==> config.mk <==
export PLATFORM = sky130hd
export DESIGN_NAME = oursring_req_dispatch
export DESIGN_NICKNAME = d
export VERILOG_FILES = /design/src/rtl/oursring_req_dispatch.sv
export SDC_FILE = /design/constraint.sdc
export NUM_CORES = 1
export LEC_CHECK = 0
export BUFFER_PORTS_ARGS = -buffer_cell sky130_fd_sc_hd__buf_2
export CAP_MARGIN = 20
export CORE_AREA = 3 3 211 213
export DETAILED_ROUTE_END_ITERATION = 8
export DIE_AREA = 0 0 214 216
export GPL_TIMING_DRIVEN = 0
export SYNTH_ARGS = -nofsm -noshare
export SYNTH_HDL_FRONTEND = slang
export SYNTH_SLANG_ARGS = --single-unit
==> constraint.sdc <==
create_clock -name clk -period 7.5 [get_ports clk]
set_input_delay 1.125 -clock clk [delete_from_list [all_inputs] [get_ports clk]]
set_output_delay 1.125 -clock clk [all_outputs]
set_load 0.1 [all_outputs]
==> src/rtl/oursring_req_dispatch.sv <==
// Request dispatcher for the oursring: steers AR/AW/W from one station to N_OUT_PORT ring outputs.
// Optional macro OURSRING_REQ_DECERR_EN drops all-zero-match requests and pulses o_decerr.
package oursring_pkg;
  typedef struct packed {
    logic [31:0] addr;
    logic [3:0]  id;
    logic [7:0]  len;
  } oursring_req_if_ar_t;

  typedef struct packed {
    logic [31:0] addr;
    logic [3:0]  id;
    logic [7:0]  len;
  } oursring_req_if_aw_t;

  typedef struct packed {
    logic [31:0] data;
    logic [3:0]  strb;
    logic [3:0]  id;
    logic        last;
  } oursring_req_if_w_t;
endpackage

module oursring_req_dispatch
  import oursring_pkg::*;
#(
  parameter int N_OUT_PORT     = 3,
  parameter int W_ROUTE_DEPTH  = 4,
  parameter int WLAST_POSITION = 0
) (
  input  logic                     clk,
  input  logic                     rst,
  input  oursring_req_if_ar_t      i_req_if_ar,
  input  logic                     i_req_if_arvalid,
  output logic                     i_req_if_arready,
  input  oursring_req_if_aw_t      i_req_if_aw,
  input  logic                     i_req_if_awvalid,
  output logic                     i_req_if_awready,
  input  oursring_req_if_w_t       i_req_if_w,
  input  logic                     i_req_if_wvalid,
  output logic                     i_req_if_wready,
  input  logic [N_OUT_PORT-1:0]    is_ar_dst_match,
  input  logic [N_OUT_PORT-1:0]    is_aw_dst_match,
  output oursring_req_if_ar_t      o_req_ppln_if_ar [N_OUT_PORT],
  output logic [N_OUT_PORT-1:0]    o_req_ppln_if_arvalid,
  input  logic [N_OUT_PORT-1:0]    o_req_ppln_if_arready,
  output oursring_req_if_aw_t      o_req_ppln_if_aw [N_OUT_PORT],
  output logic [N_OUT_PORT-1:0]    o_req_ppln_if_awvalid,
  input  logic [N_OUT_PORT-1:0]    o_req_ppln_if_awready,
  output oursring_req_if_w_t       o_req_ppln_if_w [N_OUT_PORT],
  output logic [N_OUT_PORT-1:0]    o_req_ppln_if_wvalid,
  input  logic [N_OUT_PORT-1:0]    o_req_ppln_if_wready,
  output logic                     o_decerr,
  output logic                     clk_en
);

  localparam int IDXW = (N_OUT_PORT > 1) ? $clog2(N_OUT_PORT) : 1;
  localparam int PTRW = $clog2(W_ROUTE_DEPTH);
  localparam int CNTW = PTRW + 1;

  // Lowest set bit wins; an empty vector falls back to the ring default exit.
  function automatic logic [IDXW-1:0] lowestIdx(input logic [N_OUT_PORT-1:0] m);
    lowestIdx = IDXW'(N_OUT_PORT - 1);
    for (int k = N_OUT_PORT - 1; k >= 0; k--) begin
      if (m[k]) lowestIdx = IDXW'(k);
    end
  endfunction

  oursring_req_if_ar_t r_ar [N_OUT_PORT];
  oursring_req_if_aw_t r_aw [N_OUT_PORT];
  oursring_req_if_w_t  r_w  [N_OUT_PORT];
  logic [N_OUT_PORT-1:0] r_ar_vld, r_aw_vld, r_w_vld;
  logic [IDXW:0]         r_fifo [W_ROUTE_DEPTH];
  logic [PTRW-1:0]       r_wptr, r_rptr;
  logic [CNTW-1:0]       r_cnt;

  logic [IDXW-1:0]       w_ar_sel, w_aw_sel, w_head_idx;
  logic [N_OUT_PORT-1:0] w_ar_can, w_aw_can, w_w_can;
  logic                  w_ar_drop, w_aw_drop, w_head_sink;
  logic                  w_ar_hs, w_aw_hs, w_w_hs, w_push, w_pop, w_empty, w_full;
  logic [IDXW:0]         w_head;

  assign w_ar_sel = lowestIdx(is_ar_dst_match);
  assign w_aw_sel = lowestIdx(is_aw_dst_match);
`ifdef OURSRING_REQ_DECERR_EN
  assign w_ar_drop = ~|is_ar_dst_match;
  assign w_aw_drop = ~|is_aw_dst_match;
`else
  assign w_ar_drop = 1'b0;
  assign w_aw_drop = 1'b0;
`endif

  assign w_ar_can = ~r_ar_vld | o_req_ppln_if_arready;
  assign w_aw_can = ~r_aw_vld | o_req_ppln_if_awready;
  assign w_w_can  = ~r_w_vld  | o_req_ppln_if_wready;

  assign w_empty     = (r_cnt == '0);
  assign w_full      = (r_cnt == CNTW'(W_ROUTE_DEPTH));
  assign w_head      = r_fifo[r_rptr];
  assign w_head_sink = w_head[IDXW];
  assign w_head_idx  = w_head[IDXW-1:0];

  assign i_req_if_arready = w_ar_drop | w_ar_can[w_ar_sel];
  assign i_req_if_awready = ~w_full & (w_aw_drop | w_aw_can[w_aw_sel]);
  assign i_req_if_wready  = ~w_empty & (w_head_sink | w_w_can[w_head_idx]);

  assign w_ar_hs = i_req_if_arvalid & i_req_if_arready;
  assign w_aw_hs = i_req_if_awvalid & i_req_if_awready;
  assign w_w_hs  = i_req_if_wvalid & i_req_if_wready;
  assign w_push  = w_aw_hs;
  assign w_pop   = w_w_hs & i_req_if_w[WLAST_POSITION];

  // Per-output one-entry stages: load on a handshake aimed here, else drain on downstream ready.
  always_ff @(posedge clk) begin
    for (int j = 0; j < N_OUT_PORT; j++) begin
      if (rst) begin
        r_ar_vld[j] <= 1'b0;
        r_aw_vld[j] <= 1'b0;
        r_w_vld[j]  <= 1'b0;
      end else begin
        if (w_ar_hs && !w_ar_drop && w_ar_sel == IDXW'(j)) begin
          r_ar_vld[j] <= 1'b1;
          r_ar[j]     <= i_req_if_ar;
        end else if (o_req_ppln_if_arready[j]) begin
          r_ar_vld[j] <= 1'b0;
        end
        if (w_aw_hs && !w_aw_drop && w_aw_sel == IDXW'(j)) begin
          r_aw_vld[j] <= 1'b1;
          r_aw[j]     <= i_req_if_aw;
        end else if (o_req_ppln_if_awready[j]) begin
          r_aw_vld[j] <= 1'b0;
        end
        if (w_w_hs && !w_head_sink && w_head_idx == IDXW'(j)) begin
          r_w_vld[j] <= 1'b1;
          r_w[j]     <= i_req_if_w;
        end else if (o_req_ppln_if_wready[j]) begin
          r_w_vld[j] <= 1'b0;
        end
      end
    end
  end

  // AW->W route FIFO; a SINK entry (top bit) marks W beats to be swallowed.
  always_ff @(posedge clk) begin
    if (rst) begin
      r_wptr <= '0;
      r_rptr <= '0;
      r_cnt  <= '0;
    end else begin
      if (w_push) begin
        r_fifo[r_wptr] <= {w_aw_drop, w_aw_sel};
        r_wptr         <= r_wptr + PTRW'(1);
      end
      if (w_pop) r_rptr <= r_rptr + PTRW'(1);
      if (w_push && !w_pop)      r_cnt <= r_cnt + CNTW'(1);
      else if (!w_push && w_pop) r_cnt <= r_cnt - CNTW'(1);
    end
  end

`ifdef OURSRING_REQ_DECERR_EN
  logic r_decerr;
  always_ff @(posedge clk) begin
    if (rst) r_decerr <= 1'b0;
    else     r_decerr <= (w_ar_hs & w_ar_drop) | (w_aw_hs & w_aw_drop);
  end
  assign o_decerr = r_decerr;
`else
  assign o_decerr = 1'b0;
`endif

  assign o_req_ppln_if_ar      = r_ar;
  assign o_req_ppln_if_aw      = r_aw;
  assign o_req_ppln_if_w       = r_w;
  assign o_req_ppln_if_arvalid = r_ar_vld;
  assign o_req_ppln_if_awvalid = r_aw_vld;
  assign o_req_ppln_if_wvalid  = r_w_vld;

  assign clk_en = i_req_if_arvalid | i_req_if_awvalid | i_req_if_wvalid |
                  (|r_ar_vld) | (|r_aw_vld) | (|r_w_vld) | ~w_empty;

endmodule

==> impl_metrics.yaml <==
global_routing:
  grt-ovfl-total: 0
  grt_antenna_before_repair: 5
  grt_pass1_wl_um: 49500
  grt_max_degree: 35
  grt_pass1_vias: 7843
  grt_usage: 0.143
yosys:
  yosysSeqAreaShare: 0.944
  postSynthCellCount: 519
  syn_nets: 674
  ys_warn_count: 0
  synth.distinct_cells: 41
  netlist_area_um2: 12900
  syn_area_per_cell_um2: 24.9
  synth-seq-cells: 413
setup_path:
  cp_max_fo: 7
  end_kind: "primary output"
  start_kind: "flip-flop"
  crit_type: "reg -> out"
  critPathArrivalTime_ps: 2380
  crit_required_ps: 6380
clock_tree:
  ctsHoldBuffers: 0
  path_clk_slew_ps: 60
  cts_resized: 0
  postCtsSetupRepairBufs: 0
  cts-root-buf: "clkbuf_16"
  htreeDepth: 2
  cts_made_buffers: 43
  cts_tree: "built"
  clock_latency_ps: 550
  clock_path_buffers: 3
  cts_sinks: 413
timing:
  setup_violations: 0
  hold_viol: 0
  worst_pin_slew_ps: 697
  slew_headroom: 0.533
  fmax_mhz: 285
  finalCritPeriodShare: 0.468
  fin_crit_ps: 3510
  rsz0062_at_grt: "no"
  skew_ps: 12.9
  finalSetupTns_ps: 0
  slew_viol_final: 0
  hold_slack_ps: 557
cells_and_area:
  diodes: 0
  layout.cells.non_filler: 1759
  nFillCells: 3860
  syn_to_final_growth_pct: 39.6
  drive_gt1_frac: 0.558
  final_nets: 1295
die:
  rows: 76
  die_area_um2: 46200
  dieHeight_um: 216
  coreArea_um2: 42900
  start_util: 0.302
  ios: 550
  dieWidth_um: 214
power:
  power_uw: 5620
  p_per_area_nw_per_um2: 311
  ir_drop_mv: 0.202
  leakage_uw: 0.00702
flow_run:
  drv_cap: 0
route:
  wire_per_inst_um: 19.5
  routed_wl_um: 34200
  ant_nets: 0
  drt_iter0_drc: 408
  first_pass_iters: 4
  via_per_inst: 4.20
  vias: 7394
  post-route-drc-count: 0
place:
  io_buffers: 546
  dpl.cell_count: 1680
  globalplace.congestion: 0.785
  dp_hpwl_um: 26500
hold_path:
  hold_class: "reg -> reg"
outcome:
  outcome: "finished clean"
[final timing paths]
path / from / endpoint / slack (ps) / cells past startpoint
worst max-delay path: flip-flop / i_req_if_wready / 3990 / 6
worst min-delay path: r_cnt[2] / r_cnt[2] / 560 / 2
worst min register to register: r_cnt[2] / r_cnt[2] / 560 / 2
worst max register to register: flip-flop / o_req_ppln_if_w[113] / 4380 / 8
[Yosys cell counts]
master / n / area (µm²)
o21ai_0: 2 / 10.0
mux2_4: 1 / 15.0
and2_1: 7 / 43.8
a22oi_1: 1 / 7.51
nor2b_1: 6 / 37.5
xnor2_1: 2 / 17.5
a21oi_1: 9 / 45.0
o21a_1: 1 / 7.51
o21a_2: 1 / 8.76
o211a_1: 1 / 10.0
nand2b_1: 8 / 50.1
nand2_1: 6 / 22.5
nand4b_1: 1 / 8.76
nor2_1: 15 / 56.3
o311a_1: 1 / 10.0
nand4_1: 1 / 6.26
conb_1: 1 / 3.75
inv_1: 4 / 15.0
xor2_1: 2 / 17.5
buf_2: 1 / 5.00
mux4_2: 2 / 45.0
buf_4: 1 / 7.51
and4b_1: 1 / 10.0
ha_1: 5 / 62.6
or2_2: 1 / 6.26
and2b_2: 1 / 8.76
nand3_1: 1 / 5.00
clkbuf_1: 1 / 3.75
or3_2: 1 / 7.51
fa_1: 1 / 20.0
o21bai_1: 2 / 15.0
nor3b_1: 1 / 7.51
nor3_1: 3 / 15.0
nor4_1: 3 / 18.8
or3_1: 2 / 12.5
nor4b_1: 2 / 17.5
dfxtp_1: 18 / 360
nor2_2: 1 / 6.26
edfxtp_1: 395 / 11900
mux2i_1: 5 / 50.1
buf_1: 1 / 3.75
[critical path, cell delays in order, from the launching register on]
cell and delay (ps):
dfxtp_1 380, mux4_2 600, mux2i_1 170, nor2_1 100, a21oi_1 50, nor2_1 90
buf_2 450
[cells by family (layout without fill, tap and decap cells)]
| kind of cell | after synthesis | in the layout | synth area share |
|---|---|---|---|
| AO/OA/AOI/OAI | 18 | 18 | 0.00880 |
| buffers and inverters | 8 | 663 | 0.00271 |
| AND/OR/NAND/NOR | 61 | 61 | 0.0263 |
| other | 1 | 1 | 0.000290 |
| XOR/XNOR | 4 | 4 | 0.00271 |
| adder cells (fa/ha/maj) | 6 | 6 | 0.00638 |
| flip-flops | 413 | 413 | 0.944 |
| multiplexers | 8 | 8 | 0.00851 |
[report_power, final]
| part | internal, µW | leakage [µW] | switching [µW] |
|---|---|---|---|
| Combinational | 161 | 0.00264 | 810 |
| Sequential | 2650 | 0.00374 | 40.6 |
| Clock | 1130 | 0.000638 | 829 |
| Total | 3940 | 0.00702 | 1680 |
[per-layer routing]
metal / up-vias / GRT usage / wire length [µm]
met2: 404 / 0.240 / 16800
met1: 3606 / 0.160 / 12700
met4: 10 / 0.0491 / 867
met5: - / 0 / 64
li1: 3313 / - / -
met3: 61 / 0.0684 / 3880
[cell type report]
cell class,count,area [µm²],area share
clock inverters,26,189,0.0105
multi-input cells,98,718,0.0397
inverters,4,15.0,0.000831
clock buffers,53,1110,0.0616
repair buffers,576,3060,0.169
well taps,585,732,0.0405
plain buffers,4,20.0,0.00111
flip-flops and latches,413,12200,0.676
[placed cells by master, fill, tap and decap left out, types with 2 or more instances in the layout]
cell type / netlist / layout
clkbuf_16: 0 / 43
and2_2: 0 / 3
o21bai_1: 2 / 2
dfxtp_1: 18 / 18
ha_1: 5 / 5
a21oi_1: 9 / 9
inv_1: 4 / 4
o21ai_0: 2 / 2
xor2_1: 2 / 2
mux4_2: 2 / 2
nor2b_1: 6 / 6
edfxtp_1: 395 / 395
inv_6: 0 / 4
nand2_1: 6 / 6
nor4_1: 3 / 3
and2_1: 7 / 4
buf_8: 0 / 2
nor4b_2: 0 / 2
buf_12: 0 / 4
nand2b_1: 8 / 8
clkinv_1: 0 / 9
clkbuf_1: 1 / 11
buf_4: 1 / 15
clkinvlp_4: 0 / 2
mux2i_1: 5 / 5
clkinv_2: 0 / 9
buf_2: 1 / 547
buf_6: 0 / 10
or3_1: 2 / 2
bufinv_16: 0 / 2
nor3_2: 0 / 2
xnor2_1: 2 / 2
nor2_1: 15 / 15
[per-stage QoR]
| stage | area (µm²) | setup WS, ps | util |
|---|---|---|---|
| finish | 18100 | 3990 | 0.421 |
| global route | 18100 | 3830 | 0.421 |
| CTS | 18100 | 3930 | 0.421 |
| detailed placement | 16800 | 3860 | 0.391 |
| global placement | 16400 | -2480 | 0.383 |
| floorplan | 12900 | 1010 | - |
[registers in the layout (all words and copies together) (netlist names), named ones only]
register / count
o_req_ppln_if_ar: 132
r_rptr: 2
r_cnt: 3
o_req_ppln_if_aw: 132
o_req_ppln_if_awvalid: 3
r_wptr: 2
o_req_ppln_if_arvalid: 3
o_req_ppln_if_w: 123
o_req_ppln_if_wvalid: 3
r_fifo: 8
Note: power is estimated with default switching activity, not from simulation.
